### src/rtl/gray_pkg.sv
// Shared types and the Gray-to-binary decode used by the Gray step monitor.
package gray_pkg;

  typedef enum logic [1:0] {FILL, PRIME, RUN} state_t;

  localparam int GRAY_MAX_W = 32;

  // Works for any width up to GRAY_MAX_W: zero-extended upper Gray bits decode to zero.
  function automatic logic [GRAY_MAX_W-1:0] gray2bin(input logic [GRAY_MAX_W-1:0] g);
    logic [GRAY_MAX_W-1:0] b;
    b = '0;
    b[GRAY_MAX_W-1] = g[GRAY_MAX_W-1];
    for (int i = GRAY_MAX_W-2; i >= 0; i--) begin
      b[i] = b[i+1] ^ g[i];
    end
    return b;
  endfunction

endpackage

### src/rtl/gray_sync.sv
// SYNC_STAGES-deep register chain that samples the upstream Gray count.
module gray_sync #(
  parameter int WIDTH       = 4,
  parameter int SYNC_STAGES = 2
) (
  input  logic             clk,
  input  logic             rst,
  input  logic [WIDTH-1:0] din,
  output logic [WIDTH-1:0] dout
);

  logic [WIDTH-1:0] stage_p [SYNC_STAGES];

  always_ff @(posedge clk) begin
    if (rst) begin
      for (int i = 0; i < SYNC_STAGES; i++) begin
        stage_p[i] <= '0;
      end
    end else begin
      stage_p[0] <= din;
      for (int i = 1; i < SYNC_STAGES; i++) begin
        stage_p[i] <= stage_p[i-1];
      end
    end
  end

  assign dout = stage_p[SYNC_STAGES-1];

endmodule

### src/rtl/gray_step_monitor.sv
// Decodes a sampled Gray count and classifies each change as up-step, down-step or illegal jump.
module gray_step_monitor
  import gray_pkg::*;
#(
  parameter int WIDTH       = 4,
  parameter int SYNC_STAGES = 2,
  parameter int ERR_CNT_W   = 8
) (
  input  logic                 clk,
  input  logic                 rst,
  input  logic [WIDTH-1:0]     gray_in,
  input  logic                 clr_err,
  output logic [WIDTH-1:0]     bin_out,
  output logic                 locked,
  output logic                 step_up,
  output logic                 step_dn,
  output logic                 wrap,
  output logic                 err,
  output logic                 err_flag,
  output logic [ERR_CNT_W-1:0] err_cnt
);

  localparam int FILL_W = $clog2(SYNC_STAGES + 1);

  function automatic logic [ERR_CNT_W-1:0] sat_inc(input logic [ERR_CNT_W-1:0] v);
    return (v == '1) ? v : v + ERR_CNT_W'(1);
  endfunction

  logic [WIDTH-1:0]  g_s;
  logic [WIDTH-1:0]  b_s;
  logic [WIDTH-1:0]  prev;
  logic [FILL_W-1:0] fill_cnt;
  state_t            state, state_next;
  logic              is_up, is_dn, is_err, is_wrap;

  // Input sampling stages
  gray_sync #(.WIDTH(WIDTH), .SYNC_STAGES(SYNC_STAGES)) u_sync (
    .clk  (clk),
    .rst  (rst),
    .din  (gray_in),
    .dout (g_s)
  );

  assign b_s = WIDTH'(gray2bin(GRAY_MAX_W'(g_s)));

  always_ff @(posedge clk) begin
    if (rst) begin
      state    <= FILL;
      fill_cnt <= '0;
    end else begin
      state <= state_next;
      if (state == FILL) fill_cnt <= fill_cnt + FILL_W'(1);
    end
  end

  always_comb begin
    state_next = state;
    case (state)
      FILL:    if (fill_cnt == FILL_W'(SYNC_STAGES - 1)) state_next = PRIME;
      PRIME:   state_next = RUN;
      RUN:     state_next = RUN;
      default: state_next = FILL;
    endcase
  end

  always_comb begin
    is_up   = 1'b0;
    is_dn   = 1'b0;
    is_err  = 1'b0;
    is_wrap = 1'b0;
    if (state == RUN && b_s != prev) begin
      if (b_s == prev + WIDTH'(1)) begin
        is_up   = 1'b1;
        is_wrap = (prev == '1);
      end else if (b_s == prev - WIDTH'(1)) begin
        is_dn   = 1'b1;
        is_wrap = (prev == '0);
      end else begin
        is_err  = 1'b1;
      end
    end
  end

  // Registered outputs; an error in the same cycle as clr_err leaves a count of one
  always_ff @(posedge clk) begin
    if (rst) begin
      prev     <= '0;
      bin_out  <= '0;
      locked   <= 1'b0;
      step_up  <= 1'b0;
      step_dn  <= 1'b0;
      wrap     <= 1'b0;
      err      <= 1'b0;
      err_flag <= 1'b0;
      err_cnt  <= '0;
    end else begin
      step_up <= is_up;
      step_dn <= is_dn;
      wrap    <= is_wrap;
      err     <= is_err;
      locked  <= (state_next == RUN);
      if (state != FILL) begin
        prev    <= b_s;
        bin_out <= b_s;
      end
      if (is_err) begin
        err_cnt  <= clr_err ? ERR_CNT_W'(1) : sat_inc(err_cnt);
        err_flag <= 1'b1;
      end else if (clr_err && state == RUN) begin
        err_cnt  <= '0;
        err_flag <= 1'b0;
      end
    end
  end

endmodule

### config.mk
export PLATFORM = sky130hd
export DESIGN_NAME = gray_step_monitor
export DESIGN_NICKNAME = d
export VERILOG_FILES = /design/src/rtl/gray_pkg.sv /design/src/rtl/gray_sync.sv /design/src/rtl/gray_step_monitor.sv
export SDC_FILE = /design/constraint.sdc
export NUM_CORES = 1
export LEC_CHECK = 0
export CAP_MARGIN = 0
export CORE_MARGIN = 2
export CORE_UTILIZATION = 40
export CTS_BUF_LIST = sky130_fd_sc_hd__clkbuf_16
export DETAILED_ROUTE_END_ITERATION = 12
export SLEW_MARGIN = 0
export SYNTH_ARGS = -nofsm -noshare
export SYNTH_HDL_FRONTEND = slang
export SYNTH_SLANG_ARGS = --single-unit
### constraint.sdc
create_clock -name clk -period 3.1 [get_ports clk]
set_input_delay 0.62 -clock clk [delete_from_list [all_inputs] [get_ports clk]]
set_output_delay 0.62 -clock clk [all_outputs]
set_load 0.1 [all_outputs]
Word level (Yosys, flattened, before mapping):

Memories as Yosys holds them, arrays and structs flattened.
Index checks and enable logic that the tools add are counted.

* multiplexer cells: 20
* bitwise gates (word level): 6
* $add $sub $neg: 4
* eq/ne operators: 10
* reduce and logical (&&, ||, !) cells: 10

Operators with widths (number)
* 2-to-1 mux 8 bit: 4
* 2-to-1 mux 1 bit: 12
* adder 8 x 1 -> 8 bit, second input constant: 1
* equality test 4 bit: 2
* equality test 8 bit, second input constant: 1
* 2-to-1 mux 4 bit: 2
* adder 4 x 1 -> 4 bit, second input constant: 1
* equality test 2 x 1 -> 1 bit, second input constant: 2
* equality test 2 bit, second input constant: 2
* equality test 4 bit, second input constant: 1
* zero test 4 bit: 1
* != test 4 bit: 1
* one-hot mux 2 bit (2 select lines): 1
* nonzero test 2 bit: 2
* OR reduction 2 bit: 2
* subtractor 4 x 1 -> 4 bit, second input constant: 1
* != test 3 bit, second input constant: 1
* OR reduction 3 bit: 1
* bitwise XOR 1 bit: 3
* adder 2 x 1 -> 2 bit, second input constant: 1
* logical AND 1 bit: 2
* zero test 2 bit: 1
* 2-to-1 mux 2 bit: 1
* OR 1 bit: 2
* 2 further kinds: 2

* RAM bits: 8
* input port bits: 7
* bits in registers: 22
* memories kept: 1
* output and inout port bits: 18
* logic and storage cells: 61

Memory list
* u_sync.stage_p: depth 2, bits a word 4, rd ports 2, clocked after memory_dff 0, wr ports 2, line gray_sync.sv:12 `logic [WIDTH-1:0] stage_p [SYNC_STAGES];`

Depth between registers and ports, before layout:

Gate-level depths: netlist of run 1.

* word-level depth: 9
* mapped depth: 10
* gate-level depth less buffers: 9

Hierarchy:

From an unflattened synthesis of run 1, not the netlist that was laid out.

* cell total of the unflattened synthesis: 177
* area total of the unflattened synthesis: 1634.1 µm²

By module, submodules not included
* gray_step_monitor: times used 1, seq. area each 440.4 µm², cells each 157, area an instance 1393.8 µm²
* gray_sync: times used 1, seq. area each 160.2 µm², cells each 20, area an instance 240.2 µm²

Least setup slack after synthesis of run 1:

No wires, ideal clock.

* path type: register to register
* from: register prev[0]
* to: register err_cnt[3]
* library setup time: 0.155 ns
* required time: 2.945 ns
* data arrival time: 3.251 ns
* buffers on the path: 1
* period minus slack after synthesis: 3.406 ns
* cell stages (with the launch flop): 11
* path slack: -0.306 ns
* path through: dfxtp_1 -> inv_1 -> ha_1 -> xor2_1 -> nor3_1 -> a211o_1 -> o221a_2 -> a211oi_4 -> buf_6 -> o2111ai_1 -> o2bb2ai_1

* word-level cells in the longest chain between the ends: 7
* elaborated cells on any way between the ends: 13
* those cells by class: 2 x add/sub; 4 x eq/ne; 4 x mux; 3 x reduce/logical

RTL lines
* start, declared: line gray_step_monitor.sv:31 `logic [WIDTH-1:0] prev;`
* start signal, assigned: line gray_step_monitor.sv:103 `prev <= b_s;`
* subtractor 4 x 1 -> 4 bit: line gray_step_monitor.sv:75 `end else if (b_s == prev - WIDTH'(1)) begin`
* equality test 4 bit: line gray_step_monitor.sv:75
* 2-to-1 mux 1 bit: line gray_step_monitor.sv:75
* 2-to-1 mux 1 bit: line gray_step_monitor.sv:72 `if (b_s == prev + WIDTH'(1)) begin`
* 2-to-1 mux 1 bit (*): line gray_step_monitor.sv:71 `if (state == RUN && b_s != prev) begin`
* != test 3 bit (no source line) or nonzero test 2 bit (tied branches)
* AND reduction 2 bit (no source line)
* end signal, assigned: line gray_step_monitor.sv:107 `err_cnt <= clr_err ? ERR_CNT_W'(1) : sat_inc(err_cnt);`
* end, declared: line gray_step_monitor.sv:20 `output logic [ERR_CNT_W-1:0] err_cnt`

Every way passes the cells marked *; elsewhere a longest branch is shown, timed or not.
A chain may end at the register's enable or synchronous reset.

Worst setup path after layout of run 1:

* from: register prev[0]
* to: register err_cnt[2]

Same word-level chain as after synthesis.

==> run_results.csv, run 1 <==
group,metric,value,unit
power_and_ir_drop,p_switching,0.719,mW
detailed_routing,wl_met2,1840,um
yosys,synth_fp_nets,212,
yosys,ys_seq_elements,30,
setup_path,path_class,"flip-flop to flip-flop",
setup_path,r2r_end,"err_cnt[2]$_SDFFE_PP0P_",
finish,drive_above_1_share,17.9,%
clock_network,cts_htree_levels,2,
floorplanning,fp.coreArea,4030,um^2
power_and_ir_drop,irDropWorstVdd,0.368,mV
detailed_routing,wl_met1,1670,um
yosys,syn-instance-count,197,
setup_path,critPathMaxStageDelay,0.44,ns
setup_path,crit_family,"compound AO/OA/AOI/OAI gates",
detailed_routing,drt_iter0_drc,75,
grt,grt_max_degree,16,
detailed_routing,dr.pass1.iters,4,
place,gp_congestion,0.815,
setup_path,cp_slowest_cell,"o41a_1",
timing,finalCritPeriodShare,93.5,%
clock_network,clk_latency,0.27,ns
power_and_ir_drop,internal_power,1.09,mW
timing,tightestPinTransition,0.693,ns
timing,setup_viol,0,
floorplanning,die-area,4780,um^2
setup_path,r2r_setup_slack,0.20,ns
setup_path,end_kind,"flip-flop",
floorplanning,rows,23,
timing,period_minus_slack,2.90,ns
yosys,yosysWarningCount,0,
setup_path,crit_required,3.29,ns
yosys,ys_types,47,
power_and_ir_drop,p_total,1.81,mW
power_and_ir_drop,pwr-share-clk,30.0,%
power_and_ir_drop,swShare,39.8,%
place,portBuffers,24,
grt,track_usage,16.0,%
detailed_routing,viasPerCell,5.42,
timing,max-slew-margin-rel,53.5,%
power_and_ir_drop,leakage,0.842,nW
clock_network,clockBufferDepth,2,
clock_network,cts_buffers,5,
timing,tns,0,ns
yosys,synth_top_cell_by_area,"dfxtp_1",
finish,area_growth_syn_to_layout,24.1,%
yosys,post-synth-top-area-fraction,35.4,%
clock_network,cts.sinks,30,
clock_network,cts_tree,"done",
detailed_routing,vias,1481,
floorplanning,top_level_ports,25,
setup_path,rr_startpoint,"prev[0]$_SDFFE_PP0P_",
yosys,synthTopCellsByArea,"dfxtp_1 (35%), ha_1 (5.9%), nor2_1 (5.3%), nor2b_1 (4.1%), xor2_1 (3.1%)",
grt,gr-total-overflow,0,
clock_network,clockRootBuffer,"clkbuf_16",
detailed_routing,drc,0,
place,place_hpwl,2670,um
setup_path,worst-path-buf-inv,2,
setup_path,path_cells,"inv_1 -> ha_1 -> xor2_1 -> nand2_1 -> o21ai_1 -> o221a_2 -> a211oi_4 -> buf_4 -> o41a_1 -> o221ai_1",
grt,antenna_found_initial,0,
yosys,synth-edff-count,0,
setup_path,startpoint_type,"flip-flop",
finish,nets,237,
grt,grt_pass1_vias,1348,
setup_path,r2r_cells,10,
finish,post-route-util,52.3,%
detailed_routing,ant_nets,0,
grt,grt_pass1_wl,6150,um
timing,skew,0.00228,ns
timing,maxSlewViolCount,0,
hold_path,worstHoldEndpoint,"u_sync.stage_p[0][7]$_SDFF_PP0_",
job,drv_cap,0,
detailed_routing,routed_wl,3680,um
power_and_ir_drop,sequentialPowerShare,27.5,%
yosys,ys_top_cells_by_count,"dfxtp_1 (30), nor2_1 (24), nand2_1 (13)",
power_and_ir_drop,p_per_area,859,nW/um^2
detailed_routing,top_layer,"met4",
run_status,outcome,"completed",
yosys,yosysSeqAreaShare,35.4,%
timing,clock.fmax,0.345,GHz
hold_path,min_delay_path_depth,1,
detailed_routing,route.met3.wl,135,um
hold_path,worstHoldStart,"u_sync.stage_p[0][3]$_SDFF_PP0_",
timing,finalHoldViolCount,0,
yosys,syn_area,1700,um^2
finish,antenna_cells,0,
floorplanning,die_h,69.1,um
setup_path,cp.arrival,3.09,ns
power_and_ir_drop,p_comb_share,42.5,%
yosys,ys.flop_type,"dfxtp_1",
yosys,ys_async_sr_fraction,0,%
hold_path,holdCritPathClass,"flip-flop to flip-flop",
timing,rsz0062_at_grt,"false",
floorplanning,initial_utilization,42.1,%
detailed_routing,wire_per_inst,13.5,um
yosys,syn_area_per_cell,8.61,um^2
floorplanning,die_w,69.1,um
yosys,synthMostInstantiatedCell,"dfxtp_1",
setup_path,cp_max_fo,10,
clock_network,clkTransAtPathRegs,0.05,ns
clock_network,ctsHoldBuffers,0,
## per-stage QoR
stage	area [um^2]	hold slack, ns	setup WS [ns]	std cells
after floorplan	1700	0.414	0.0909	197
after global placement	1920	0.426	0.275	262
after detailed placement	1920	0.422	0.125	262
after CTS	2080	0.434	0.125	270
after global routing	2110	0.455	0.0626	273
final	2110	0.431	0.200	273
## power groups by stage
stage	clock [mW]	combinational (mW)	sequential, mW
after floorplan	0	0.437	0.662
after detailed placement	0	0.737	0.506
after CTS	0.557	0.739	0.498
after global routing	0.578	0.830	0.506
after global placement	0	0.720	0.501
final	0.543	0.768	0.497
## repair_timing
| action | CTS | global route |
|---|---|---|
| buffers inserted | 0 | 3 |
| hold endpoints to repair | 0 | 0 |
| setup endpoints to repair | 0 | 7 |
| gates resized for setup | 0 | 1 |
## layout make-up
type                    count  area (um^2)
multi-input cells         145          997
flip-flops and latches     30          603
clock inverters             3         40.0
clock buffers               5          125
fillers                   366         1920
inverters                  10         37.5
well taps                  50         62.6
repair buffers             30          240
## state kept, by name, indices dropped and copies added, names as in the netlist
| name | flops |
|---|---|
| err_cnt | 8 |
| step_up | 1 |
| prev | 4 |
| state | 2 |
| err | 1 |
| fill_cnt | 2 |
| step_dn | 1 |
| err_flag | 1 |
| wrap | 1 |
| locked | 1 |
| u_sync.stage_p | 8 |
## kinds of logic after synthesis
family | synth area share (%)
AOI/OAI and AO/OA | 20.6
xor gates and xnor gates | 8.92
adders and majority gates | 5.90
buffers and inverters | 5.83
DFF | 35.4
muxes | 1.77
and+or+nand+nor | 21.6
## routing by layer
layer,vias to the layer above,track usage (%)
li1,742,-
met1,704,19.3
met2,31,26.0
met3,4,5.70
met4,0,6.10
met5,-,0
## layout by cell type (no fill, tap or decap), drive strengths merged, types with 3 or more instances in the layout
master	synthesis	final
xnor2	6	6
o221ai	4	4
inv	10	10
o21ai	8	8
nor2	24	24
nand2	13	13
nor2b	11	11
ha	8	8
clkdlybuf4s50	0	6
nand3	3	3
o211ai	3	3
mux2i	3	3
and3	4	4
nand2b	6	6
clkbuf	6	5
buf	6	24
a21oi	7	7
dfxtp	30	30
o2111ai	5	5
xor2	7	7
nor3	7	7
and2	3	3
## how the worst max path moves through the flow
stage	startpoint	slack (ns)	end	depth (start not counted)
after floorplan	prev[0]$_SDFFE_PP0P_	0.09	err_cnt[3]$_SDFFE_PP0P_	10
after global placement	prev[0]$_SDFFE_PP0P_	0.28	err_cnt[4]$_SDFFE_PP0P_	9
after detailed placement	prev[0]$_SDFFE_PP0P_	0.13	err_cnt[2]$_SDFFE_PP0P_	9
after CTS	prev[0]$_SDFFE_PP0P_	0.12	err_cnt[2]$_SDFFE_PP0P_	9
after global routing	prev[0]$_SDFFE_PP0P_	0.06	err_cnt[2]$_SDFFE_PP0P_	10
final	prev[0]$_SDFFE_PP0P_	0.20	err_cnt[2]$_SDFFE_PP0P_	10
(Power assumes the default switching activity.)
==> run 2, diff against run 1 <==
Settings changed: CORE_MARGIN 2 to not set, PLACE_DENSITY set to 0.67.
==> run 2 against run 1 <==
Effect of this change:
- critical path depth is 1 lower
- routed wire length down 8.0%
- worst hold slack improved by 0.0055 ns
==> run_results.csv, run 2 (synthesis results as in run 1) <==
group,metric,value,unit
job,drv_cap,0,
finish,drive_above_1_share,16.7,%
setup_path,r2r_cells,9,
place,portBuffers,24,
timing,finalHoldViolCount,0,
setup_path,r2r_setup_slack,0.24,ns
clock_network,cts_htree_levels,2,
finish,top_regs,"err_cnt x8, u_sync.stage_p x8, prev x4",
detailed_routing,drt_iter0_drc,68,
detailed_routing,dr.pass1.iters,4,
setup_path,cp_slowest_cell,"a211oi_4",
floorplanning,fp.coreArea,4030,um^2
detailed_routing,wl_met1,1690,um
floorplanning,rows,23,
finish,post-route-util,51.3,%
finish,final_common_cell,"dfxtp_1",
timing,finalCritPeriodShare,92.3,%
timing,rsz0062_at_grt,"false",
detailed_routing,route.met3.wl,121,um
floorplanning,top_level_ports,25,
timing,tns,0,ns
setup_path,rr_startpoint,"prev[0]$_SDFFE_PP0P_",
detailed_routing,vias,1385,
power_and_ir_drop,irDropWorstVdd,0.401,mV
detailed_routing,top_layer,"met4",
detailed_routing,wire_per_inst,12.5,um
finish,area_growth_syn_to_layout,21.8,%
hold_path,worstHoldStart,"u_sync.stage_p[0][3]$_SDFF_PP0_",
finish,antenna_cells,0,
finish,fin_area,2070,um^2
setup_path,crit_family,"compound AO/OA/AOI/OAI gates",
setup_path,worst-path-buf-inv,1,
timing,setup_viol,0,
detailed_routing,wl_met2,1460,um
floorplanning,die-area,4510,um^2
grt,gr-total-overflow,0,
timing,maxSlewViolCount,0,
place,gp_congestion,0.885,
finish,nets,235,
hold_path,holdCritPathClass,"flip-flop to flip-flop",
finish,mostFrequentLayoutCells,"dfxtp_1 (28), nor2_1 (24), buf_4 (22), nand2_1 (13), nor2b_1 (11)",
power_and_ir_drop,p_per_area,826,nW/um^2
setup_path,startpoint_type,"flip-flop",
grt,grt_pass1_wl,5600,um
setup_path,end_kind,"flip-flop",
power_and_ir_drop,p_total,1.71,mW
place,place_hpwl,2360,um
grt,grt_pass1_vias,1186,
setup_path,cp_max_fo,11,
clock_network,cts_buffers,5,
hold_path,min_delay_path_depth,1,
clock_network,clockRootBuffer,"clkbuf_16",
timing,period_minus_slack,2.86,ns
timing,max-slew-margin-rel,55.7,%
grt,track_usage,17.1,%
floorplanning,initial_utilization,42.1,%
clock_network,clkTransAtPathRegs,0.05,ns
finish,fill_cells,390,
detailed_routing,drc,0,
detailed_routing,ant_nets,0,
power_and_ir_drop,leakage,0.816,nW
timing,skew,0.00292,ns
setup_path,critPathMaxStageDelay,0.43,ns
detailed_routing,routed_wl,3390,um
timing,clock.fmax,0.350,GHz
clock_network,clk_latency,0.28,ns
timing,tightestPinTransition,0.659,ns
setup_path,crit_cells,9,
clock_network,cts_tree,"done",
place,dpl_cell_area,1930,um^2
setup_path,path_cells,"inv_1 -> ha_1 -> xor2_1 -> nor3_1 -> a211o_1 -> o221a_2 -> a211oi_4 -> o41a_1 -> o221ai_1",
floorplanning,die_w,67.1,um
setup_path,crit_required,3.25,ns
setup_path,path_class,"flip-flop to flip-flop",
grt,antenna_found_initial,0,
timing,fin_ws,0.239,ns
detailed_routing,viasPerCell,5.11,
grt,grt_max_degree,26,
setup_path,r2r_end,"err_cnt[4]$_SDFFE_PP0P_",
place,place_ws,0.223,ns
floorplanning,die_h,67.1,um
run_status,outcome,"completed",
clock_network,cts.sinks,30,
setup_path,cp.arrival,3.01,ns
hold_path,worstHoldEndpoint,"u_sync.stage_p[0][7]$_SDFF_PP0_",
clock_network,clockBufferDepth,2,
run 2: how the worst max path moves through the flow:
stage / startpoint / endpoint
finish: prev[0]$_SDFFE_PP0P_ / err_cnt[4]$_SDFFE_PP0P_
global placement: prev[0]$_SDFFE_PP0P_ / err_cnt[4]$_SDFFE_PP0P_
floorplan: prev[0]$_SDFFE_PP0P_ / err_cnt[3]$_SDFFE_PP0P_
global route: prev[0]$_SDFFE_PP0P_ / err_cnt[4]$_SDFFE_PP0P_
detailed placement: prev[0]$_SDFFE_PP0P_ / err_cnt[2]$_SDFFE_PP0P_
CTS: prev[0]$_SDFFE_PP0P_ / err_cnt[4]$_SDFFE_PP0P_
run 2: layer usage:
metal  GRT usage, %  up-vias
met5              0        -
met4           10.9        0
met3           4.62        9
met2           24.3       21
met1           22.6      616
li1               -      739
run 2: per-stage QoR:
stage          std cells  hold slack, ns
4_1_cts              271           0.441
6_report             271           0.437
3_3_place_gp         263           0.418
5_1_grt              271           0.455
3_5_place_dp         263           0.429
2_1_floorplan        197           0.414
run 2: layout make-up:
cell class	instances	area [um^2]	area share (%)
Clock inverter	3	16.3	0.787
Clock buffer	5	125	6.05
Inverter	10	37.5	1.82
Timing Repair Buffer	28	225	10.9
Sequential cell	30	603	29.2
Multi-Input combinational cell	145	997	48.2
Tap cell	50	62.6	3.03
run 2: what timing repair did:
action,4_1_cts,5_1_grt
resized for setup,0,0
endpoints found under the setup margin,0,1
hold buffers,0,0
buffers inserted,0,0
hold endpoints to repair,0,0
run 2: where the power goes:
group	switching, mW	internal, mW	leakage, nW
Clock	0.175	0.292	0.0672
Combinational	0.485	0.258	0.503
Sequential	0.0553	0.441	0.246
==> run 3, diff against run 2 <==
Settings changed: PLACE_DENSITY 0.67 to 0.69.
Clock period 3.1 ns to 2.4 ns, I/O delays scaled along.
==> run 3 against run 2 <==
Effect of this change:
- the flow now finishes with violations (negative setup slack)
- die area unchanged
- worst hold slack worse by 0.0058 ns
- clock-buffer cell count is the same
- sequential power increased by 27%
- global-route usage grew 0.15 points
- clock skew is 0.0021 ns higher
- critical path depth is 2 higher
- final cell count up 8.9%
- via count rose by 8.5%
==> run_results.csv, run 3 (synthesis results as in run 1) <==
group,metric,value,unit
finish,top_regs,"err_cnt x8, u_sync.stage_p x8, prev x4",
timing,finalCritPeriodShare,100,%
finish,fin_cells,295,
clock_network,cts_tree,"done",
clock_network,clockBufferDepth,2,
timing,tightestPinTransition,0.433,ns
detailed_routing,ant_nets,0,
clock_network,ctsHoldBuffers,0,
grt,gr-total-overflow,0,
clock_network,clk_latency,0.28,ns
finish,area_growth_syn_to_layout,38.0,%
detailed_routing,wire_per_inst,12.3,um
run_status,outcome,"finished with violations",
timing,finalHoldViolCount,0,
setup_path,end_kind,"flip-flop",
detailed_routing,drc,0,
timing,maxSlewViolCount,0,
timing,setup_viol,1,
finish,final_common_cell,"buf_4",
finish,fin_area,2340,um^2
floorplanning,die_w,67.1,um
clock_network,clkTransAtPathRegs,0.05,ns
run_status,violations,"negative setup slack",
detailed_routing,vias,1503,
timing,period_minus_slack,2.40,ns
place,dp.cells,285,
detailed_routing,routed_wl,3620,um
timing,tns,-0.000292,ns
timing,skew,0.00498,ns
clock_network,cts_buffers,5,
grt,antenna_found_initial,0,
setup_path,crit_required,2.60,ns
clock_network,clockRootBuffer,"clkbuf_16",
detailed_routing,drt_iter0_drc,51,
job,drv_cap,0,
grt,track_usage,17.3,%
place,gp_congestion,0.797,
floorplanning,initial_utilization,42.1,%
power_and_ir_drop,leakage,0.958,nW
timing,clock.fmax,0.417,GHz
finish,nets,259,
setup_path,cp.arrival,2.60,ns
floorplanning,die-area,4510,um^2
grt,grt_pass1_wl,5730,um
finish,mostFrequentLayoutCells,"buf_4 (43), dfxtp_1 (24), nor2_1 (23), nand2_1 (13), nor2b_1 (11)",
finish,antenna_cells,0,
place,portBuffers,24,
clock_network,cts.sinks,30,
detailed_routing,viasPerCell,5.09,
floorplanning,top_level_ports,25,
place,place_ws,-0.0312,ns
timing,fin_ws,-0.000292,ns
grt,grt_pass1_vias,1282,
timing,max-slew-margin-rel,71.1,%
power_and_ir_drop,p_total,2.41,mW
finish,drive_above_1_share,31.0,%
floorplanning,rows,23,
power_and_ir_drop,irDropWorstVdd,0.424,mV
detailed_routing,dr.pass1.iters,4,
grt,grt_max_degree,18,
floorplanning,die_h,67.1,um
setup_path,cp_max_fo,5,
setup_path,startpoint_type,"flip-flop",
floorplanning,fp.coreArea,4030,um^2
timing,hold_slack,0.431,ns
power_and_ir_drop,p_per_area,1030,nW/um^2
hold_path,holdCritPathClass,"flip-flop to flip-flop",
place,dpl_cell_area,2150,um^2
setup_path,path_class,"flip-flop to flip-flop",
timing,rsz0062_at_grt,"true",
clock_network,cts_htree_levels,2,
place,place_hpwl,2690,um
finish,post-route-util,58.1,%
-- run 3: cell count changes in the layout (fill, tap and decap cells not counted), sizes merged --
cell      delta
buf         +24
inv          +1
clkinvlp     -1
-- run 3: where the power goes --
group	internal (mW)	total (mW)	switching [mW]
logic	0.489	1.19	0.705
clock network	0.373	0.581	0.208
registers	0.574	0.631	0.0566
-- run 3: final timing paths --
path,start,to,slack (ns),cells after the start
max,prev[1]$_SDFFE_PP0P_,err_cnt[7]$_SDFFE_PP0P_,-0.0003,11
min,u_sync.stage_p[0][2]$_SDFF_PP0_,u_sync.stage_p[0][6]$_SDFF_PP0_,0.43,1
max reg2reg,prev[1]$_SDFFE_PP0P_,err_cnt[7]$_SDFFE_PP0P_,-0.0003,11
min reg2reg,u_sync.stage_p[0][2]$_SDFF_PP0_,u_sync.stage_p[0][6]$_SDFF_PP0_,0.43,1
-- run 3: critical path, cell delays in order (launching register included) --
cell and delay (ns):
dfxtp_4 0.37, inv_4 0.04, ha_4 0.29, xor2_4 0.21
buf_4 0.15, and3_1 0.17, o21bai_1 0.10, a21oi_2 0.20
a211oi_4 0.07, buf_4 0.14, o41a_1 0.38, o221ai_1 0.20
-- run 3: final cells by class --
cell class / count / area, um^2
Clock buffer: 5 / 125
Clock inverter: 3 / 12.5
Fill cell: 375 / 1690
Inverter: 10 / 42.5
Multi-Input combinational cell: 145 / 1070
Sequential cell: 30 / 613
Tap cell: 50 / 62.6
Timing Repair Buffer: 52 / 417
-- run 3: per-layer routing --
layer | share of wire, % | track usage, % | vias up | wire length (um)
met4 | 1.5 | 7.18 | 0 | 56
li1 | - | - | 788 | -
met5 | 0 | 0 | - | 0
met2 | 46 | 25.6 | 22 | 1660
met1 | 49 | 22.3 | 688 | 1760
met3 | 3.7 | 6.16 | 5 | 134
-- run 3: repair_timing --
item                                    4_1_cts  5_1_grt
gates cloned                                  0        0
pin swaps                                     2        4
gates resized for setup                       2        8
endpoints found under the setup margin        3        8
buffers inserted                              0        2
